--- src/rtl/jogador_automatico.sv ---
// Automatic player for the memory game: captures the LED sequence shown in each
// display phase and replays it as timed button presses until the game ends.
module jogador_automatico #(
    parameter int DEPTH        = 16,
    parameter int PRESS_CYCLES = 3,
    parameter int GAP_CYCLES   = 3,
    parameter int IDLE_CYCLES  = 8
) (
    input  logic       clock,
    input  logic       reset,
    input  logic       iniciar,
    input  logic       errar,
    input  logic [3:0] leds,
    input  logic       ganhou,
    input  logic       perdeu,
    input  logic       timeout,
    output logic       jogar,
    output logic [3:0] botoes,
    output logic       concluido,
    output logic       venceu,
    output logic       falhou,
    output logic       erro_captura,
    output logic [3:0] db_estado
);

    localparam int CW   = $clog2(DEPTH + 1);
    localparam int AW   = (DEPTH > 1) ? $clog2(DEPTH) : 1;
    localparam int TMAX = (PRESS_CYCLES > GAP_CYCLES) ? PRESS_CYCLES : GAP_CYCLES;
    localparam int TW   = $clog2(TMAX + 1);
    localparam int IW   = $clog2(IDLE_CYCLES + 1);

    typedef enum logic [3:0] {
        OCIOSO     = 4'd0,
        INICIA     = 4'd1,
        ESPERA_LED = 4'd2,
        GRAVA      = 4'd3,
        PRESSIONA  = 4'd4,
        SOLTA      = 4'd5,
        FIM        = 4'd6
    } estado_t;

    estado_t        estado_r;
    logic [3:0]     mem_r [0:(2**AW)-1];
    logic [CW-1:0]  cnt_r;
    logic [CW-1:0]  idx_r;
    logic [TW-1:0]  tempo_r;
    logic [IW-1:0]  ocioso_r;
    logic [3:0]     ultimo_r;
    logic           errar_r;

    logic           status_s;
    logic           ativo_s;
    logic [CW-1:0]  prox_idx_s;
    logic           prox_err_s;
    logic [3:0]     mem_val_s;
    logic [3:0]     prox_botao_s;

    function automatic logic is_onehot(input logic [3:0] v);
        return (v != 4'd0) && ((v & (v - 4'd1)) == 4'd0);
    endfunction

    function automatic logic [3:0] rot_esq(input logic [3:0] v);
        return {v[2:0], v[3]};
    endfunction

    assign db_estado = estado_r;

    // Value to drive on the next press, including the deliberate wrong last press.
    always_comb begin
        status_s     = ganhou | perdeu | timeout;
        ativo_s      = 1'b0;
        prox_idx_s   = '0;
        prox_err_s   = 1'b0;
        mem_val_s    = 4'd0;
        prox_botao_s = 4'd0;
        if ((estado_r == ESPERA_LED) || (estado_r == GRAVA) ||
            (estado_r == PRESSIONA) || (estado_r == SOLTA)) begin
            ativo_s = 1'b1;
        end else begin
            ativo_s = 1'b0;
        end
        if (estado_r == SOLTA) begin
            prox_idx_s = idx_r + CW'(1);
            prox_err_s = errar_r;
        end else begin
            prox_idx_s = '0;
            prox_err_s = errar;
        end
        mem_val_s = mem_r[prox_idx_s[AW-1:0]];
        if (prox_err_s && (prox_idx_s == (cnt_r - CW'(1)))) begin
            prox_botao_s = rot_esq(mem_val_s);
        end else begin
            prox_botao_s = mem_val_s;
        end
    end

    // Player state machine with all outputs registered.
    always_ff @(posedge clock) begin
        if (reset) begin
            estado_r     <= OCIOSO;
            cnt_r        <= '0;
            idx_r        <= '0;
            tempo_r      <= '0;
            ocioso_r     <= '0;
            ultimo_r     <= 4'd0;
            errar_r      <= 1'b0;
            jogar        <= 1'b0;
            botoes       <= 4'd0;
            concluido    <= 1'b0;
            venceu       <= 1'b0;
            falhou       <= 1'b0;
            erro_captura <= 1'b0;
            for (int i = 0; i < (2**AW); i++) begin
                mem_r[i] <= 4'd0;
            end
        end else if (ativo_s && status_s) begin
            // Game status wins over capture and replay in the same cycle.
            estado_r  <= FIM;
            botoes    <= 4'd0;
            concluido <= 1'b1;
            venceu    <= ganhou;
            falhou    <= perdeu | timeout;
        end else begin
            case (estado_r)
                OCIOSO: begin
                    if (iniciar) begin
                        estado_r <= INICIA;
                        jogar    <= 1'b1;
                    end else begin
                        estado_r <= OCIOSO;
                    end
                end
                INICIA: begin
                    jogar    <= 1'b0;
                    cnt_r    <= '0;
                    idx_r    <= '0;
                    tempo_r  <= '0;
                    ocioso_r <= '0;
                    estado_r <= ESPERA_LED;
                end
                ESPERA_LED: begin
                    if (leds != 4'd0) begin
                        ocioso_r <= '0;
                        if (!is_onehot(leds) || (cnt_r == CW'(DEPTH))) begin
                            erro_captura <= 1'b1;
                            concluido    <= 1'b1;
                            estado_r     <= FIM;
                        end else begin
                            mem_r[cnt_r[AW-1:0]] <= leds;
                            ultimo_r             <= leds;
                            cnt_r                <= cnt_r + CW'(1);
                            estado_r             <= GRAVA;
                        end
                    end else if (cnt_r != '0) begin
                        if (ocioso_r == IW'(IDLE_CYCLES)) begin
                            estado_r <= PRESSIONA;
                            idx_r    <= '0;
                            errar_r  <= errar;
                            botoes   <= prox_botao_s;
                            tempo_r  <= '0;
                        end else begin
                            ocioso_r <= ocioso_r + IW'(1);
                        end
                    end else begin
                        ocioso_r <= '0;
                    end
                end
                GRAVA: begin
                    if (leds == 4'd0) begin
                        ocioso_r <= '0;
                        estado_r <= ESPERA_LED;
                    end else if (leds != ultimo_r) begin
                        erro_captura <= 1'b1;
                        concluido    <= 1'b1;
                        estado_r     <= FIM;
                    end else begin
                        estado_r <= GRAVA;
                    end
                end
                PRESSIONA: begin
                    if (tempo_r == TW'(PRESS_CYCLES - 1)) begin
                        botoes   <= 4'd0;
                        tempo_r  <= '0;
                        estado_r <= SOLTA;
                    end else begin
                        tempo_r <= tempo_r + TW'(1);
                    end
                end
                SOLTA: begin
                    if (tempo_r == TW'(GAP_CYCLES - 1)) begin
                        tempo_r <= '0;
                        if (idx_r < (cnt_r - CW'(1))) begin
                            idx_r    <= prox_idx_s;
                            botoes   <= prox_botao_s;
                            estado_r <= PRESSIONA;
                        end else begin
                            cnt_r    <= '0;
                            idx_r    <= '0;
                            ocioso_r <= '0;
                            estado_r <= ESPERA_LED;
                        end
                    end else begin
                        tempo_r <= tempo_r + TW'(1);
                    end
                end
                FIM: begin
                    if (iniciar) begin
                        concluido    <= 1'b0;
                        venceu       <= 1'b0;
                        falhou       <= 1'b0;
                        erro_captura <= 1'b0;
                        estado_r     <= OCIOSO;
                    end else begin
                        estado_r <= FIM;
                    end
                end
                default: begin
                    estado_r  <= OCIOSO;
                    jogar     <= 1'b0;
                    botoes    <= 4'd0;
                    concluido <= 1'b0;
                end
            endcase
        end
    end

endmodule

--- config.mk ---
export PLATFORM = sky130hd
export DESIGN_NAME = jogador_automatico
export DESIGN_NICKNAME = d
export VERILOG_FILES = /design/src/rtl/jogador_automatico.sv
export SDC_FILE = /design/constraint.sdc
export NUM_CORES = 1
export LEC_CHECK = 0
export CAP_MARGIN = 10
export CORE_MARGIN = 5
export CORE_UTILIZATION = 58
export DETAILED_ROUTE_END_ITERATION = 6
export PLACE_DENSITY = 0.77
export SLEW_MARGIN = 10
export SYNTH_ARGS = -nofsm -noshare
export SYNTH_HDL_FRONTEND = slang
export SYNTH_SLANG_ARGS = --single-unit
export TNS_END_PERCENT = 100
--- constraint.sdc ---
create_clock -name clock -period 9.9 [get_ports clock]
set_clock_uncertainty 0.1 [all_clocks]
set_input_delay 1.98 -clock clock [delete_from_list [all_inputs] [get_ports clock]]
set_output_delay 1.98 -clock clock [all_outputs]
set_load 0.1 [all_outputs]
* Word-level counts from Yosys, hierarchy flattened
Memory sizes are Yosys's and may differ from the RTL's.
Cells that the tools add are included.
** Operators by class
- Magnitude comparators :: 1
- Reductions and logical operators :: 38
- Equality and inequality tests :: 39
- Bitwise logic cells :: 9
- $add $sub $neg :: 6
- Muxes and demuxes :: 71
** Operators by type and width (number)
- 4-bit two-way mux :: 20
- 5-bit two-way mux :: 10
- 4-bit case mux with 4 select lines :: 2
- 5-bit case mux with 3 select lines :: 2
- 4-bit case mux with 7 select lines :: 1
- 6-bit AND reduction :: 4
- 1-bit two-way mux :: 22
- 3-bit by 1-bit inequality test with 1-bit output, second input constant :: 7
- 2-bit by 1-bit inequality test with 1-bit output, second input constant :: 10
- 3-bit two-way mux :: 6
- 7-bit AND reduction :: 2
- 4-bit by 3-bit equality test with 1-bit output, second input constant :: 3
- 4-bit logical NOT :: 3
- 2-bit inequality test, second input constant :: 6
- 4-bit AND reduction :: 3
- 4-bit OR reduction :: 3
- 5-bit by 1-bit adder with 5-bit output, second input constant :: 2
- 5-bit AND reduction :: 2
- 3-bit nonzero test :: 3
- 4-bit by 2-bit equality test with 1-bit output, second input constant :: 2
- 2-bit two-way mux :: 4
- 4-bit by 1-bit inequality test with 1-bit output, second input constant :: 2
- 4-bit nonzero test :: 2
- 3-bit inequality test, second input constant :: 2
- other kinds (28) :: 41
** Storage, ports and cells
- Memories kept :: 1
- Register bits :: 34
- RAM bits :: 64
- Output and inout port bits :: 13
- Word-level logic and storage cells :: 179
- Input bits :: 11
** Memories
- mem_r :: words 16, width 4, rd ports 1, clocked after memory_dff 0, write ports 16, RTL line 43 : logic [3:0] mem_r [0:(2**AW)-1];

* Depth between registers and ports, before layout
Gate-level depths: netlist (run 1).
- Depth in word-level cells :: 14
- Gate-level depth with buffers :: 12
- Mapped depth without buffers :: 11

* Least setup slack after synthesis (run 1)
Ideal clock, no wire load.
- Path type :: in2reg
- Start point :: input port leds[0]
- End point :: register ocioso_r[3]
- Library setup time :: 0.070 ns
- Path buffers :: 2
- Data arrival time :: 3.934 ns
- Cell stages on the path :: 8
- Required time :: 9.730 ns
- Slack :: 5.795 ns
- Path through :: or4_4 > buf_6 > a21oi_2 > nor2_1 > or4_1 > buf_2 > or4_1 > a21oi_1
** On the way
- Cells in the longest elaborated chain, start to end :: 3
- Elaborated cells between the ends (all ways) :: 7
- Classes of those cells :: 2 x eq/ne; 2 x mux; 3 x reduce/logical
** RTL lines
- start: declaration :: RTL line 13 : input logic [3:0] leds,
- 4-bit nonzero test / 4-bit logical NOT (equally long branches) :: RTL line 142, 169
- 4-bit inequality test (no source line) (tied with other cells)
- 6-bit AND reduction (no source line) / 4-bit case mux with 4 select lines (equally long branches)
- end signal: assignment :: RTL line 162 : ocioso_r <= ocioso_r + IW'(1);
- end: declaration :: RTL line 47 : logic [IW-1:0] ocioso_r;
Several ways; a longest one is shown, not always the timed one.
A chain may end at the register's enable or synchronous reset.

==> qor.csv, run 1 <==
metric;value;unit
status;finished, final reports clean;
hp-class;register to register;
clock_sinks;97;
viasPerCell;6.367;
critPathArrivalTime;5060;ps
die_w;107.4;um
cts_max_path_buffers;2;
startpoint_type;input port;
antenna_left;0;
dieArea;0.01153;sq mm
setup_tns;0;ps
syn_area_per_cell;9.890;sq um
synth-async-reset-ratio;0;%
clkTransAtPathRegs;90;ps
finalSetupViolations;0;
r2r_start;idx_r[0];
pre_cts_ws;4567;ps
diodes;0;
period_share;51.37;%
yosys_warnings;0;
cts_max_level;3;
cts_inserted_buffers;9;
fin_ws;4815;ps
p_leak;2.203;nW
dp_cells;668;
core;0.009240;sq mm
nets;573;
port_buffers;22;
final_common_cell;edfxtp_1;
p_total;1.072;mW
drtPass1Iterations;5;
synth_cells;556;
maxSlewViolCount;0;
grt_first_pass_wirelength;21.22;mm
avgRoutedWirePerCell;19.40;um
drt_iter0_drc;483;
placed_cell_area;0.005732;sq mm
ys_types;67;
root_buffer;clkbuf_8;
netlist_area;0.005499;sq mm
cp-end-kind;register;
final_cell_mix;edfxtp_1, nand2_1, and3_1;
synth_edf_count;64;
max_freq;0.1966;GHz
cts_setup_buffers;0;
rsz0062_at_grt;no;
dp_hpwl;9.211;mm
die_h;107.4;um
cp_cell_sequence;clkdlybuf4s50_1, maj3_1, o21ai_1, nand2_1, nor3_2, and3b_1, a21o_1;
insertion_delay;370;ps
synth_top_flop_cell;edfxtp_1;
cts_tree;done;
holdBufCountCts;0;
maxCapViolCount;0;
num_vias;4355;
cpPeakStageDelay;880;ps
antenna_found_initial;0;
hp-start;falhou;
io_pins;24;
slowest_stage;clkdlybuf4s50_1;
ys_seq_area_share;46.96;%
grt_pass1_vias;3983;
power_density;181.6;mW/mm^2
synth_nets;579;
totalWireLength;13.27;mm
hold_viol_final;0;
maxSlewHeadroom;29.49;%
num_rows;35;
drc;0;
grt.total_usage;23.76;%
cp-startpoint;leds[3];
area_growth;7.372;%
fin_area;0.005904;sq mm
drive_gt1_share;7.928;%
tightest_slew;1028;ps
grt_remaining_overflow;0;
grt_max_degree;49;
gp_congestion;0.9370;
cts-resized-gates;0;
crit_type;input port to register;
peakVddDrop;0.1565;mV
ys_seq_elements;97;
final_cell_count_no_fill;684;
path_max_fanout;22;
start_util;59.51;%
period_needed;5085;ps
cp.required;9870;ps
[critical path, delay by kind of cell]
kind | cells | cell delay [ps]
AND/OR/NAND/NOR | 3 | 1110
buffers and inverters | 1 | 880
adder cells (fa/ha/maj) | 1 | 590
AO/OA/AOI/OAI | 2 | 490
[per-stage QoR]
step / hold WS (ps) / util, %
after floorplan: 348.8 / -
after global placement: 343.9 / 62.03
after detailed placement: 355.1 / 62.03
after CTS: 368.5 / 63.90
after global routing: 386.9 / 63.90
final: 365.2 / 63.90
[synthesized netlist by cell type, drive strengths merged, types with 3 or more instances]
master | instances | area share, %
a211oi | 3 | 0.41
mux2 | 9 | 1.8
xnor2 | 12 | 1.9
and4 | 4 | 0.64
nand2b | 7 | 0.80
nor3 | 14 | 1.4
nand3b | 6 | 0.82
xor2 | 3 | 0.48
inv | 13 | 0.89
a221oi | 4 | 0.64
nor4bb | 3 | 0.55
edfxtp | 64 | 35
nor2 | 22 | 1.5
or2 | 8 | 0.91
a21oi | 36 | 3.3
clkbuf | 35 | 2.4
nor3b | 3 | 0.41
a31oi | 4 | 0.45
nand3 | 10 | 0.91
nor2b | 5 | 0.57
or4 | 6 | 0.89
dfxtp | 33 | 12
and2 | 36 | 4.1
mux4 | 4 | 1.6
buf | 8 | 0.86
or3 | 11 | 1.3
and3b | 3 | 0.48
o211ai | 9 | 1.2
o21ai | 27 | 2.5
a21o | 8 | 1.1
nand2 | 45 | 3.1
nor4 | 4 | 0.45
and3 | 40 | 4.6
ha | 12 | 2.7
and4b | 3 | 0.55
mux2i | 13 | 2.4
[cells by family (layout without fill, tap and decap cells)]
family / Yosys count / count (layout) / share of synthesized area [%]
adders and majority gates: 13 / 13 / 2.912
buffers and inverters: 56 / 55 / 4.141
and+or+nand+nor: 235 / 235 / 24.60
DFF: 97 / 97 / 46.96
xor gates and xnor gates: 15 / 15 / 2.389
AOI/OAI and AO/OA: 113 / 113 / 13.08
other: 1 / 1 / 0.06819
muxes: 26 / 26 / 5.848
[sequential cells by signal, indices dropped and copies added (netlist names)]
name          cells
errar_r           1
venceu            1
ultimo_r          4
jogar             1
idx_r             5
falhou            1
ocioso_r          4
mem_r            64
botoes            4
db_estado         3
erro_captura      1
tempo_r           2
concluido         1
cnt_r             5
[per-layer routing]
metal / wire length, um / share of wire [%] / vias to the layer above / track usage [%]
li1: - / - / 2033 / -
met1: 5837 / 44 / 2088 / 34.54
met2: 6030 / 45 / 203 / 34.99
met3: 1141 / 8.6 / 31 / 5.699
met4: 259 / 2.0 / 0 / 7.845
met5: 0 / 0 / - / 0
[final cells by class]
| type | count | area [sq um] |
|---|---|---|
| Timing Repair Buffer | 26 | 250.2 |
| Fill cell | 742 | 3336 |
| Tap cell | 129 | 161.4 |
| Multi-Input combinational cell | 403 | 2689 |
| Inverter | 13 | 48.80 |
| Clock buffer | 11 | 141.4 |
| Clock inverter | 5 | 31.28 |
| Sequential cell | 97 | 2582 |
[worst paths after layout]
path,cells past startpoint,to,slack (ps)
worst max-delay path,7,mem_r[7][2],4810
worst min-delay path,2,falhou,370
worst max register to register,7,botoes[1],6080
worst min register to register,2,falhou,370
[power breakdown]
part / switching, mW / total [mW] / internal, mW
Combinational: 0.250 / 0.356 / 0.106
Sequential: 0.0247 / 0.478 / 0.454
Clock: 0.140 / 0.238 / 0.0980
No activity file was read; power rests on OpenSTA's default activity.
==> run 2: changes to the inputs <==
- clock period: 9.9 -> 4.9 ns (I/O delays scaled with it)
==> run 2 against run 1 <==
  * Combinational power up 97%
  * Setup slack worse by 4000 ps
  * Total power increased by 100%
  * Via count is 0.96% lower
  * Clock power increased by 100%
  * Die area stayed put
==> qor.csv, run 2 (synthesis gave the netlist of run 1 again) <==
metric;value;unit
cts_setup_buffers;0;
period_needed;4053;ps
max_freq;0.2467;GHz
pre_cts_ws;607.7;ps
hp-class;register to register;
tightest_slew;973.2;ps
worst-path-buf-inv;1;
cp_cell_sequence;clkdlybuf4s50_1, maj3_1, o21ai_1, nand2_1, nor3_2, and3b_1, a21o_1;
grt_remaining_overflow;0;
clkTransAtPathRegs;90;ps
clock_sinks;97;
cp-end-kind;register;
finalSetupViolations;0;
rsz0062_at_grt;no;
insertion_delay;370;ps
nets;580;
cpPeakStageDelay;840;ps
dp_hpwl;9.759;mm
cts_tree;done;
crit_family;simple AND/OR/NAND/NOR gates;
avgRoutedWirePerCell;19.79;um
drive_gt1_share;9.075;%
dieArea;0.01153;sq mm
holdBufCountCts;0;
path_max_fanout;22;
core;0.009240;sq mm
grt.total_usage;24.28;%
largest_register_ff_count;64;
drtPass1Iterations;5;
cts-resized-gates;0;
gp_congestion;0.9219;
viasPerCell;6.242;
slowest_stage;clkdlybuf4s50_1;
grt_max_degree;48;
fin_ws;846.8;ps
cts_max_path_buffers;2;
num_rows;35;
maxSlewHeadroom;34.91;%
holdPathStages;2;
area_growth;8.282;%
reg2reg_depth;11;
regMostFlops;mem_r;
port_buffers;22;
reg_top3;mem_r (64), cnt_r (5), idx_r (5);
die_w;107.4;um
die_h;107.4;um
fin_util;64.44;%
grt_first_pass_wirelength;21.59;mm
num_vias;4313;
totalWireLength;13.68;mm
setup_tns;0;ps
drc;0;
startpoint_type;input port;
power_density;364.4;mW/mm^2
final_cell_mix;edfxtp_1, nand2_1, and3_1;
cts_inserted_buffers;9;
maxSlewViolCount;0;
status;finished, final reports clean;
cts_max_level;3;
hold_viol_final;0;
critPathArrivalTime;4020;ps
cp.required;4860;ps
maxCapViolCount;0;
crit_type;input port to register;
antenna_found_initial;0;
dp_cells;675;
grt_pass1_vias;4043;
diodes;0;
io_pins;24;
period_share;82.72;%
antenna_left;0;
drt_iter0_drc;353;
cp.depth;7;
final_cell_count_no_fill;691;
root_buffer;clkbuf_8;
final_common_cell;edfxtp_1;
p_leak;2.231;nW
peakVddDrop;0.3648;mV
start_util;59.51;%
run 2: cell types whose count changed in the layout (fill, tap and decap cells not counted):
| cell | before | now |
|---|---|---|
| buf_4 | 4 | 11 |
| clkbuf_1 | 1 | 2 |
| clkbuf_8 | 10 | 9 |
| clkinv_1 | 1 | 0 |
| clkinv_2 | 1 | 0 |
| clkinvlp_4 | 0 | 1 |
| inv_6 | 1 | 2 |
run 2: report_power, final:
group          leakage, nW  switching, mW  internal [mW]  total (mW)
clock network       0.0805          0.292          0.189       0.480
logic                 1.22          0.488          0.215       0.703
registers            0.928         0.0692          0.917       0.986
total                 2.23          0.849           1.32        2.17
run 2: per-layer routing:
| metal | global-route usage (%) | vias to the layer above | routed length [um] |
|---|---|---|---|
| li1 | - | 2049 | - |
| met5 | 0 | - | 0 |
| met3 | 3.719 | 30 | 1016 |
| met1 | 35.35 | 2043 | 6237 |
| met2 | 37.09 | 191 | 6150 |
| met4 | 8.206 | 0 | 274 |
run 2: stage by stage:
step	hold slack [ps]	area, sq um	power [mW]
after global placement	343.4	5784	1.680
after detailed placement	354.7	5784	1.690
after global routing	388.6	5954	2.260
final	361.1	5954	2.170
after floorplan	348.8	5499	1.518
after CTS	369.9	5954	2.160
run 2: tightest hold or removal path: stages (launching register included):
cell	delay [ps]
dfxtp_1	320
nand2_1	50
a21oi_1	50
run 2: area by class of cell:
class | count | area (sq um)
clock buffer | 11 | 131.4
clock inverter | 5 | 38.79
fill | 756 | 3286
inverter | 13 | 48.80
multi-input combinational | 403 | 2689
sequential | 97 | 2582
tap | 129 | 161.4
timing repair buffer | 33 | 302.8
run 2: final timing paths:
| path | slack [ps] | start | endpoint |
|---|---|---|---|
| min | 360 | venceu | venceu |
| min reg2reg | 360 | venceu | venceu |
| max | 850 | leds[3] | mem_r[10][2] |
| max reg2reg | 1290 | cnt_r[0] | ocioso_r[3] |
